**src/rtl/spi_tx_feeder.sv**
```systemverilog
// Byte FIFO feeding an SPI master one byte per tx_enable/tx_done handshake.
// Define SPI_TX_FEEDER_OVF_EN to build the sticky overflow flag; otherwise ovf is tied low.
module spi_tx_feeder #(
    parameter int DEPTH = 8
) (
    input  logic                       clk,
    input  logic                       rst,
    input  logic                       wr_en,
    input  logic [7:0]                 wr_data,
    output logic                       full,
    output logic                       empty,
    output logic [$clog2(DEPTH):0]     level,
    input  logic                       tx_done,
    output logic                       tx_enable,
    output logic [7:0]                 tx_data,
    output logic                       busy,
    output logic                       ovf
);

    localparam int AW = $clog2(DEPTH);
    localparam int LW = AW + 1;

    typedef enum logic {IDLE, WAIT} state_t;

    state_t          state, state_nx;
    logic [7:0]      mem [DEPTH];
    logic [AW-1:0]   wptr, rptr;
    logic [LW-1:0]   cnt;
    logic            push, pop;
    logic            en_nx, busy_nx;

    assign full  = (cnt == LW'(DEPTH));
    assign empty = (cnt == '0);
    assign level = cnt;

    // A pop frees a slot in the same edge, so a full FIFO still takes a write then.
    assign push = wr_en && (!full || pop);

    always_comb begin
        state_nx = state;
        en_nx    = 1'b0;
        busy_nx  = busy;
        pop      = 1'b0;
        unique case (state)
            IDLE: begin
                if (!empty) begin
                    pop      = 1'b1;
                    en_nx    = 1'b1;
                    busy_nx  = 1'b1;
                    state_nx = WAIT;
                end
            end
            WAIT: begin
                if (tx_done && !tx_enable) begin
                    busy_nx  = 1'b0;
                    state_nx = IDLE;
                end
            end
            default: state_nx = IDLE;
        endcase
    end

    always_ff @(posedge clk or posedge rst) begin
        if (rst) begin
            state     <= IDLE;
            tx_enable <= 1'b0;
            busy      <= 1'b0;
            tx_data   <= 8'h00;
        end else begin
            state     <= state_nx;
            tx_enable <= en_nx;
            busy      <= busy_nx;
            if (pop) tx_data <= mem[rptr];
        end
    end

    always_ff @(posedge clk) begin
        if (push && !rst) mem[wptr] <= wr_data;
    end

    always_ff @(posedge clk or posedge rst) begin
        if (rst) begin
            wptr <= '0;
            rptr <= '0;
            cnt  <= '0;
        end else begin
            if (push) wptr <= wptr + 1'b1;
            if (pop)  rptr <= rptr + 1'b1;
            if (push && !pop)      cnt <= cnt + 1'b1;
            else if (pop && !push) cnt <= cnt - 1'b1;
        end
    end

`ifdef SPI_TX_FEEDER_OVF_EN
    logic ovf_q;

    always_ff @(posedge clk or posedge rst) begin
        if (rst)                        ovf_q <= 1'b0;
        else if (wr_en && full && !pop) ovf_q <= 1'b1;
    end

    assign ovf = ovf_q;
`else
    assign ovf = 1'b0;
`endif

endmodule

```
**config.mk**
```make
export PLATFORM = sky130hd
export DESIGN_NAME = spi_tx_feeder
export DESIGN_NICKNAME = d
export VERILOG_FILES = /design/src/rtl/spi_tx_feeder.sv
export SDC_FILE = /design/constraint.sdc
export NUM_CORES = 1
export LEC_CHECK = 0
export ABC_AREA = 1
export CAP_MARGIN = 20
export CORE_AREA = 2 2 82 116
export DETAILED_ROUTE_END_ITERATION = 16
export DIE_AREA = 0 0 84 118
export DONT_BUFFER_PORTS = 1
export REMOVE_ABC_BUFFERS = 1
export SLEW_MARGIN = 25
export SYNTH_ARGS = -nofsm -noshare
export SYNTH_HDL_FRONTEND = slang
export SYNTH_SLANG_ARGS = --single-unit
```
**constraint.sdc**
```tcl
create_clock -name clk -period 2.6 [get_ports clk]
set_clock_uncertainty 0.1 [all_clocks]
set_input_delay 0.26 -clock clk [delete_from_list [all_inputs] [get_ports clk]]
set_output_delay 0.26 -clock clk [all_outputs]
set_load 0.02 [all_outputs]
```
==> impl_metrics.py, run 1 <==
metrics = {
    "synthesis": {
        "synthTopCellsByArea": "edfxtp_1, dfrtp_1, nand2_1",
        "synth.cell_area_um2": 3920,
        "synth-edff-count": 64,
        "yosysTopAreaCell": "edfxtp_1",
        "synth_compound_area_share_pct": 0.638,
        "yosys_warnings": 0,
        "synth-xor-area-share_pct": 0.894,
        "async_flop_share_pct": 24.7,
        "synth_cells": 385,
        "synth-main-ff-cell": "edfxtp_1",
        "ys_types": 25,
        "synth_top_family_by_area": "simple AND/OR/NAND/NOR gates",
        "synthMuxAreaShare_pct": 0,
        "syn_avg_cell_area_um2": 10.2,
        "synthSimpleGateAreaFrac_pct": 23.9,
        "synth_seq_area_share_pct": 62.4,
        "ys_seq_elements": 85,
        "synth.top_cell.area_share_pct": 49.0,
        "synth_fa_ha_area_share_pct": 2.11,
    },
    "final_layout": {
        "fin_area_um2": 4440,
        "insertedDiodeCount": 0,
        "num-fill-cells": 815,
        "utilization_pct": 50.0,
        "drive_above_1_share_pct": 12.6,
        "final-seq-area_um2": 2450,
        "syn2layout_area_growth_pct": 13.2,
        "multi_input_area_um2": 1080,
        "fin_nets": 426,
    },
    "min_path": {
        "worstHoldEndpoint": "state$_DFF_PP0_",
        "min_path_cells": 3,
        "worstHoldPathType": "in2reg",
        "worstHoldStart": "tx_done",
    },
    "cts": {
        "cts_setup_buffers": 0,
        "clock-sinks": 85,
        "cts_buffers": 9,
        "ctsHoldBuffers": 10,
        "clk_latency_ps": 330,
        "clk_pin_slew_ps": 60,
        "cts_max_level": 3,
        "cts_resized": 0,
        "cts_buffer_depth": 2,
        "clk_root_buffer_cell": "clkbuf_16",
        "cts_tree": "done",
    },
    "detailed_routing": {
        "wirelength_um": 7770,
        "drc": 0,
        "drtAntennaViolNets": 0,
        "num_vias": 2539,
        "dr.pass1.iters": 4,
        "drtIter0Drc": 142,
        "via_per_inst": 4.88,
        "post_drt_wl_per_cell_um": 14.9,
    },
    "critical_path": {
        "r2r-start": "level[2]$_DFFE_PP0P_",
        "worstPathArrival_ps": 2550,
        "worstPathMaxFanout": 5,
        "r2r_slack_ps": 230,
        "reg2reg_to": "level[3]$_DFFE_PP0P_",
        "worstSetupEndpointType": "flop",
        "cp.required_ps": 2780,
        "startpoint": "level[2]$_DFFE_PP0P_",
        "path_class": "reg2reg",
        "startpoint_type": "flop",
        "r2r_cells": 15,
    },
    "sta": {
        "fin_tns_setup_ps": 0,
        "slew_viol_final": 0,
        "fin_crit_sh_pct": 91.2,
        "fin_crit_ps": 2370,
        "timing.final.ws_setup_ps": 230,
        "rsz0062_at_grt": "no",
        "hold_viol_final": 0,
        "fmax_mhz": 422,
        "finalSetupViolations": 0,
    },
    "placement": {
        "dp_hpwl_um": 5060,
        "globalplace.congestion": 0.827,
        "dp_slack_ps": 228,
        "placed_cell_area_um2": 4050,
        "port_buffers": 0,
    },
    "run_status": {
        "status": "finished, final reports clean",
    },
    "power_and_ir_drop": {
        "p_leak_nw": 1.99,
        "powerDensity_nw_per_um2": 1110,
        "ir_drop_mv": 0.729,
    },
    "floorplan": {
        "num_rows": 41,
        "boundaryPins": 29,
        "die-area_um2": 9910,
        "start_util_pct": 44.2,
        "die-width_um": 84,
        "core-area_um2": 8870,
        "die_h_um": 118,
    },
    "global_route": {
        "antenna_found_initial": 0,
        "overflow": 0,
        "grt_pass1_wl_um": 12800,
        "grt_max_degree": 34,
        "grt_pass1_vias": 2541,
        "grt_use_total_pct": 17.2,
    },
    "flow_run": {
        "drv_cap": 0,
    },
}
## stage by stage
stage / total power, W / hold slack, ps / std cells
6_report: 0.00491 / 42.6 / 520
5_1_grt: 0.00528 / 55.7 / 520
4_1_cts: 0.00497 / 43.9 / 520
3_5_place_dp: 0.00370 / 166 / 494
3_3_place_gp: 0.00366 / 159 / 494
2_1_floorplan: 0.00318 / 153 / 370
## layout by cell type, fill, tap and decap left out, types with 2 or more instances in the layout
cell type        n
o21ai_0          4
inv_1           62
nand3_2         12
nand2_1        125
nand2_4          3
nor2_4           2
edfxtp_1        64
xnor2_1          3
clkinvlp_4       2
nand3_1         45
nor2_1          14
dfrtp_1         21
dlygate4sd3_1   10
clkinv_1         3
inv_4            3
ha_1             5
buf_4           17
clkbuf_16        9
## flip-flops by register name, summed over array words and instances, names as in the netlist
register   count
rptr           3
wptr           3
tx_data        8
state          1
level          4
tx_enable      1
busy           1
mem           64
## layer usage
| metal | track usage, % | up-vias | share of wire [%] |
|---|---|---|---|
| met5 | 0 | - | 0 |
| met4 | 6.75 | 0 | 1.8 |
| met3 | 4.91 | 12 | 3.6 |
| met2 | 31.0 | 47 | 55 |
| met1 | 19.0 | 1218 | 40 |
| li1 | - | 1262 | - |
## synthesized netlist by cell type (3+ instances only)
cell type    n
buf_6        4
edfxtp_1    64
nand3_1     45
xnor2_1      3
nand2_1    125
o21ai_0      4
nand2_4      3
ha_1         5
dfrtp_1     21
inv_1       62
inv_4        3
nor2_1      14
nand3_2     12
buf_4        7
## report_power, final
| group | internal (W) | switching (W) |
|---|---|---|
| logic | 0.000586 | 0.00106 |
| registers | 0.00170 | 0.000333 |
| clock network | 0.000740 | 0.000493 |
## worst max-delay path, cell delays in order (launching register included)
cell	delay, ps
dfrtp_1	480
inv_1	140
nand2_2	70
nor2_4	110
nand2_4	90
nand2_4	80
inv_1	50
ha_1	190
inv_1	130
ha_1	270
or2_2	320
nand2_1	70
nand3_1	60
nand2_1	60
nand2_1	40
nand2_1	50
## final cells by class
cell class	instances	area share, %
clock inverters	6	1.38
multi-input cells	219	24.4
flip-flops and latches	85	55.2
well taps	107	3.02
clock buffers	10	5.16
repair buffers	27	5.13
inverters	66	5.75
## logic make-up (layout without fill, tap and decap cells)
| kind of cell | after synthesis | in the layout |
|---|---|---|
| XOR/XNOR | 4 | 4 |
| buffers and inverters | 81 | 109 |
| flip-flops | 85 | 85 |
| AO/OA/AOI/OAI | 5 | 5 |
| adder cells (fa/ha/maj) | 6 | 6 |
| AND/OR/NAND/NOR | 203 | 203 |
| other | 1 | 1 |
## worst max-delay path by stage
stage	cells past startpoint	endpoint
after floorplan	14	level[3]$_DFFE_PP0P_
after global placement	14	level[3]$_DFFE_PP0P_
after detailed placement	14	level[3]$_DFFE_PP0P_
after CTS	15	level[3]$_DFFE_PP0P_
after global routing	15	level[3]$_DFFE_PP0P_
final	15	level[3]$_DFFE_PP0P_
(Power assumes the default switching activity.)
==> inputs of run 2 (changes only) <==
SKIP_LAST_GASP = 1   (was unset)
==> results of run 2 <==
Same layout as run 1: the final DEF is identical, and so are final timing and power.
==> inputs of run 3 (changes only) <==
CTS_CLUSTER_DIAMETER = 100   (was unset)
TNS_END_PERCENT = 1   (was unset)
clock period = 1.9 ns   (was 2.6 ns; I/O delays follow)
==> run 3 against run 2 <==
Compared with the run above:
- the run now ends with setup timing left
- flip-flop and latch count stayed put
- critical path depth unchanged
- clock power is 56% higher
- sequential power increased by 32%
- first-iteration DRC count increased by 56%
- sequential share of layout area fell by 2.6 points
- count of clock-buffer cells in the layout is 3 higher
- final cell count rose by 3.5%
- combinational power grew 62%
- critical path type unchanged
- final area up 4.9%
==> impl_metrics.py, run 3 (synthesis results as in run 1) <==
metrics = {
    "flow_run": {
        "drv_cap": 0,
    },
    "placement": {
        "dpl.cell_count": 509,
        "port_buffers": 0,
        "globalplace.congestion": 0.816,
        "dp_hpwl_um": 5180,
        "placed_cell_area_um2": 4160,
    },
    "cts": {
        "clk_latency_ps": 330,
        "clk_pin_slew_ps": 60,
        "cts_tree": "done",
        "clock-sinks": 85,
        "cts_buffer_depth": 2,
        "cts_max_level": 3,
        "clk_root_buffer_cell": "clkbuf_16",
        "cts_buffers": 9,
    },
    "sta": {
        "fmax_mhz": 491,
        "hold_viol_final": 0,
        "fin_tns_setup_ps": -1300,
        "fin_crit_sh_pct": 107,
        "max-slew-margin-rel_pct": 42.8,
        "rsz0062_at_grt": "yes",
        "finalSetupViolations": 11,
        "fin_crit_ps": 2030,
        "slew_viol_final": 0,
        "worst_pin_slew_ps": 855,
        "timing.final.ws_setup_ps": -135,
    },
    "power_and_ir_drop": {
        "p_leak_nw": 2.11,
        "p_total_w": 0.00724,
        "power_frac_comb_pct": 36.5,
        "clkPwrFrac_pct": 26.5,
        "seqPwrFrac_pct": 37.0,
        "swShare_pct": 37.1,
        "intPower_w": 0.00456,
        "p_switching_w": 0.00269,
        "ir_drop_mv": 1.40,
        "powerDensity_nw_per_um2": 1560,
    },
    "floorplan": {
        "die_h_um": 118,
        "start_util_pct": 44.2,
        "num_rows": 41,
        "core-area_um2": 8870,
        "die-area_um2": 9910,
        "die-width_um": 84,
        "boundaryPins": 29,
    },
    "detailed_routing": {
        "via_per_inst": 4.87,
        "drtIter0Drc": 222,
        "wirelength_um": 8100,
        "dr.pass1.iters": 4,
        "drtAntennaViolNets": 0,
        "drc": 0,
        "post_drt_wl_per_cell_um": 15.1,
        "num_vias": 2622,
    },
    "critical_path": {
        "worstPathArrival_ps": 2210,
        "r2r_cells": 15,
        "startpoint_type": "flop",
        "r2r_slack_ps": -130,
        "startpoint": "level[1]$_DFFE_PP0P_",
        "path_class": "reg2reg",
        "cp.required_ps": 2070,
        "worstPathMaxFanout": 2,
        "r2r-start": "level[1]$_DFFE_PP0P_",
        "reg2reg_to": "level[3]$_DFFE_PP0P_",
        "worstSetupEndpointType": "flop",
    },
    "final_layout": {
        "drive_above_1_share_pct": 17.9,
        "regMostFlops": "mem",
        "largest_reg_flops": 64,
        "mostFrequentLayoutCells": "nand2_1, edfxtp_1, inv_1",
        "fin_area_um2": 4650,
        "insertedDiodeCount": 0,
        "fin_nets": 444,
        "syn2layout_area_growth_pct": 18.7,
        "mostFrequentLayoutCell": "nand2_1",
        "layoutNonFillerInstCount": 538,
    },
    "global_route": {
        "grt_use_total_pct": 17.6,
        "grt_pass1_wl_um": 13100,
        "grt_max_degree": 34,
        "overflow": 0,
        "antenna_found_initial": 0,
        "grt_pass1_vias": 2546,
    },
    "min_path": {
        "worstHoldPathType": "in2reg",
        "worstHoldStart": "wr_en",
        "worstHoldEndpoint": "wptr[2]$_DFFE_PP0N_",
        "min_path_cells": 3,
    },
    "run_status": {
        "violations": "setup timing",
        "status": "finished, violations left",
    },
}
## run 3: cell types whose count changed in the layout (fill, tap and decap cells not counted), sizes merged
cell         delta
clkbuf          +3
bufinv          -1
inv             +1
buf            +17
dlygate4sd3     +1
clkinv          -1
clkinvlp        -2
## run 3: area by class of cell
type / count / area, µm²
well taps: 107 / 134
flip-flops and latches: 85 / 2450
clock inverters: 3 / 23.8
repair buffers: 45 / 365
fillers: 773 / 4220
clock buffers: 13 / 325
multi-input cells: 219 / 1100
inverters: 66 / 255
## run 3: worst max-delay path: stages (launching register included)
cell     delay, ps
dfrtp_1        400
nor2_4         120
nand2_2         70
nor2_4         110
nand2_4         60
nand2_4         50
inv_1           40
ha_2           170
inv_2           70
ha_4           190
or2_2          300
nand2_1         80
nand3_1         60
nand2_1         60
nand2_1         40
nand2_1         40
## run 3: power by group through the flow
stage / clock [W] / combinational [W] / sequential [W]
2_1_floorplan: 0 / 0.00150 / 0.00285
3_3_place_gp: 0 / 0.00253 / 0.00272
3_5_place_dp: 0 / 0.00259 / 0.00272
4_1_cts: 0.00196 / 0.00269 / 0.00269
5_1_grt: 0.00203 / 0.00299 / 0.00273
6_report: 0.00192 / 0.00265 / 0.00268
## run 3: how the worst max path moves through the flow
stage / endpoint / slack, ps / cells past startpoint
4_1_cts: mem[7][2]$_DFFE_PP_ / -180 / 7
3_5_place_dp: level[3]$_DFFE_PP0P_ / -220 / 15
2_1_floorplan: level[3]$_DFFE_PP0P_ / -500 / 14
3_3_place_gp: level[3]$_DFFE_PP0P_ / -170 / 14
5_1_grt: level[3]$_DFFE_PP0P_ / -280 / 15
6_report: level[3]$_DFFE_PP0P_ / -130 / 15
## run 3: timing repair
item,in CTS,in global routing
hold endpoints to repair,89,0
endpoints found under the setup margin,27,48
buffers inserted,2,0
hold buffers,11,0
gates cloned,0,0
resized for setup,4,1
pin swaps,2,1
## run 3: through the flow
stage	util, %	hold slack [ps]	worst slack [ps]
floorplan	-	83.1	-497
finish	52.4	21.6	-135
CTS	52.4	6.59	-176
global route	52.4	51.4	-283
global placement	46.9	87.4	-173
detailed placement	46.9	96.3	-221
## run 3: per-layer routing
layer / track usage, % / vias up / routed length (µm) / share of wire (%)
met3: 3.37 / 17 / 333 / 4.1
met5: 0 / - / 0 / 0
met1: 20.0 / 1243 / 3170 / 39
li1: - / 1300 / - / -
met2: 30.3 / 62 / 4350 / 54
met4: 10.3 / 0 / 244 / 3.0
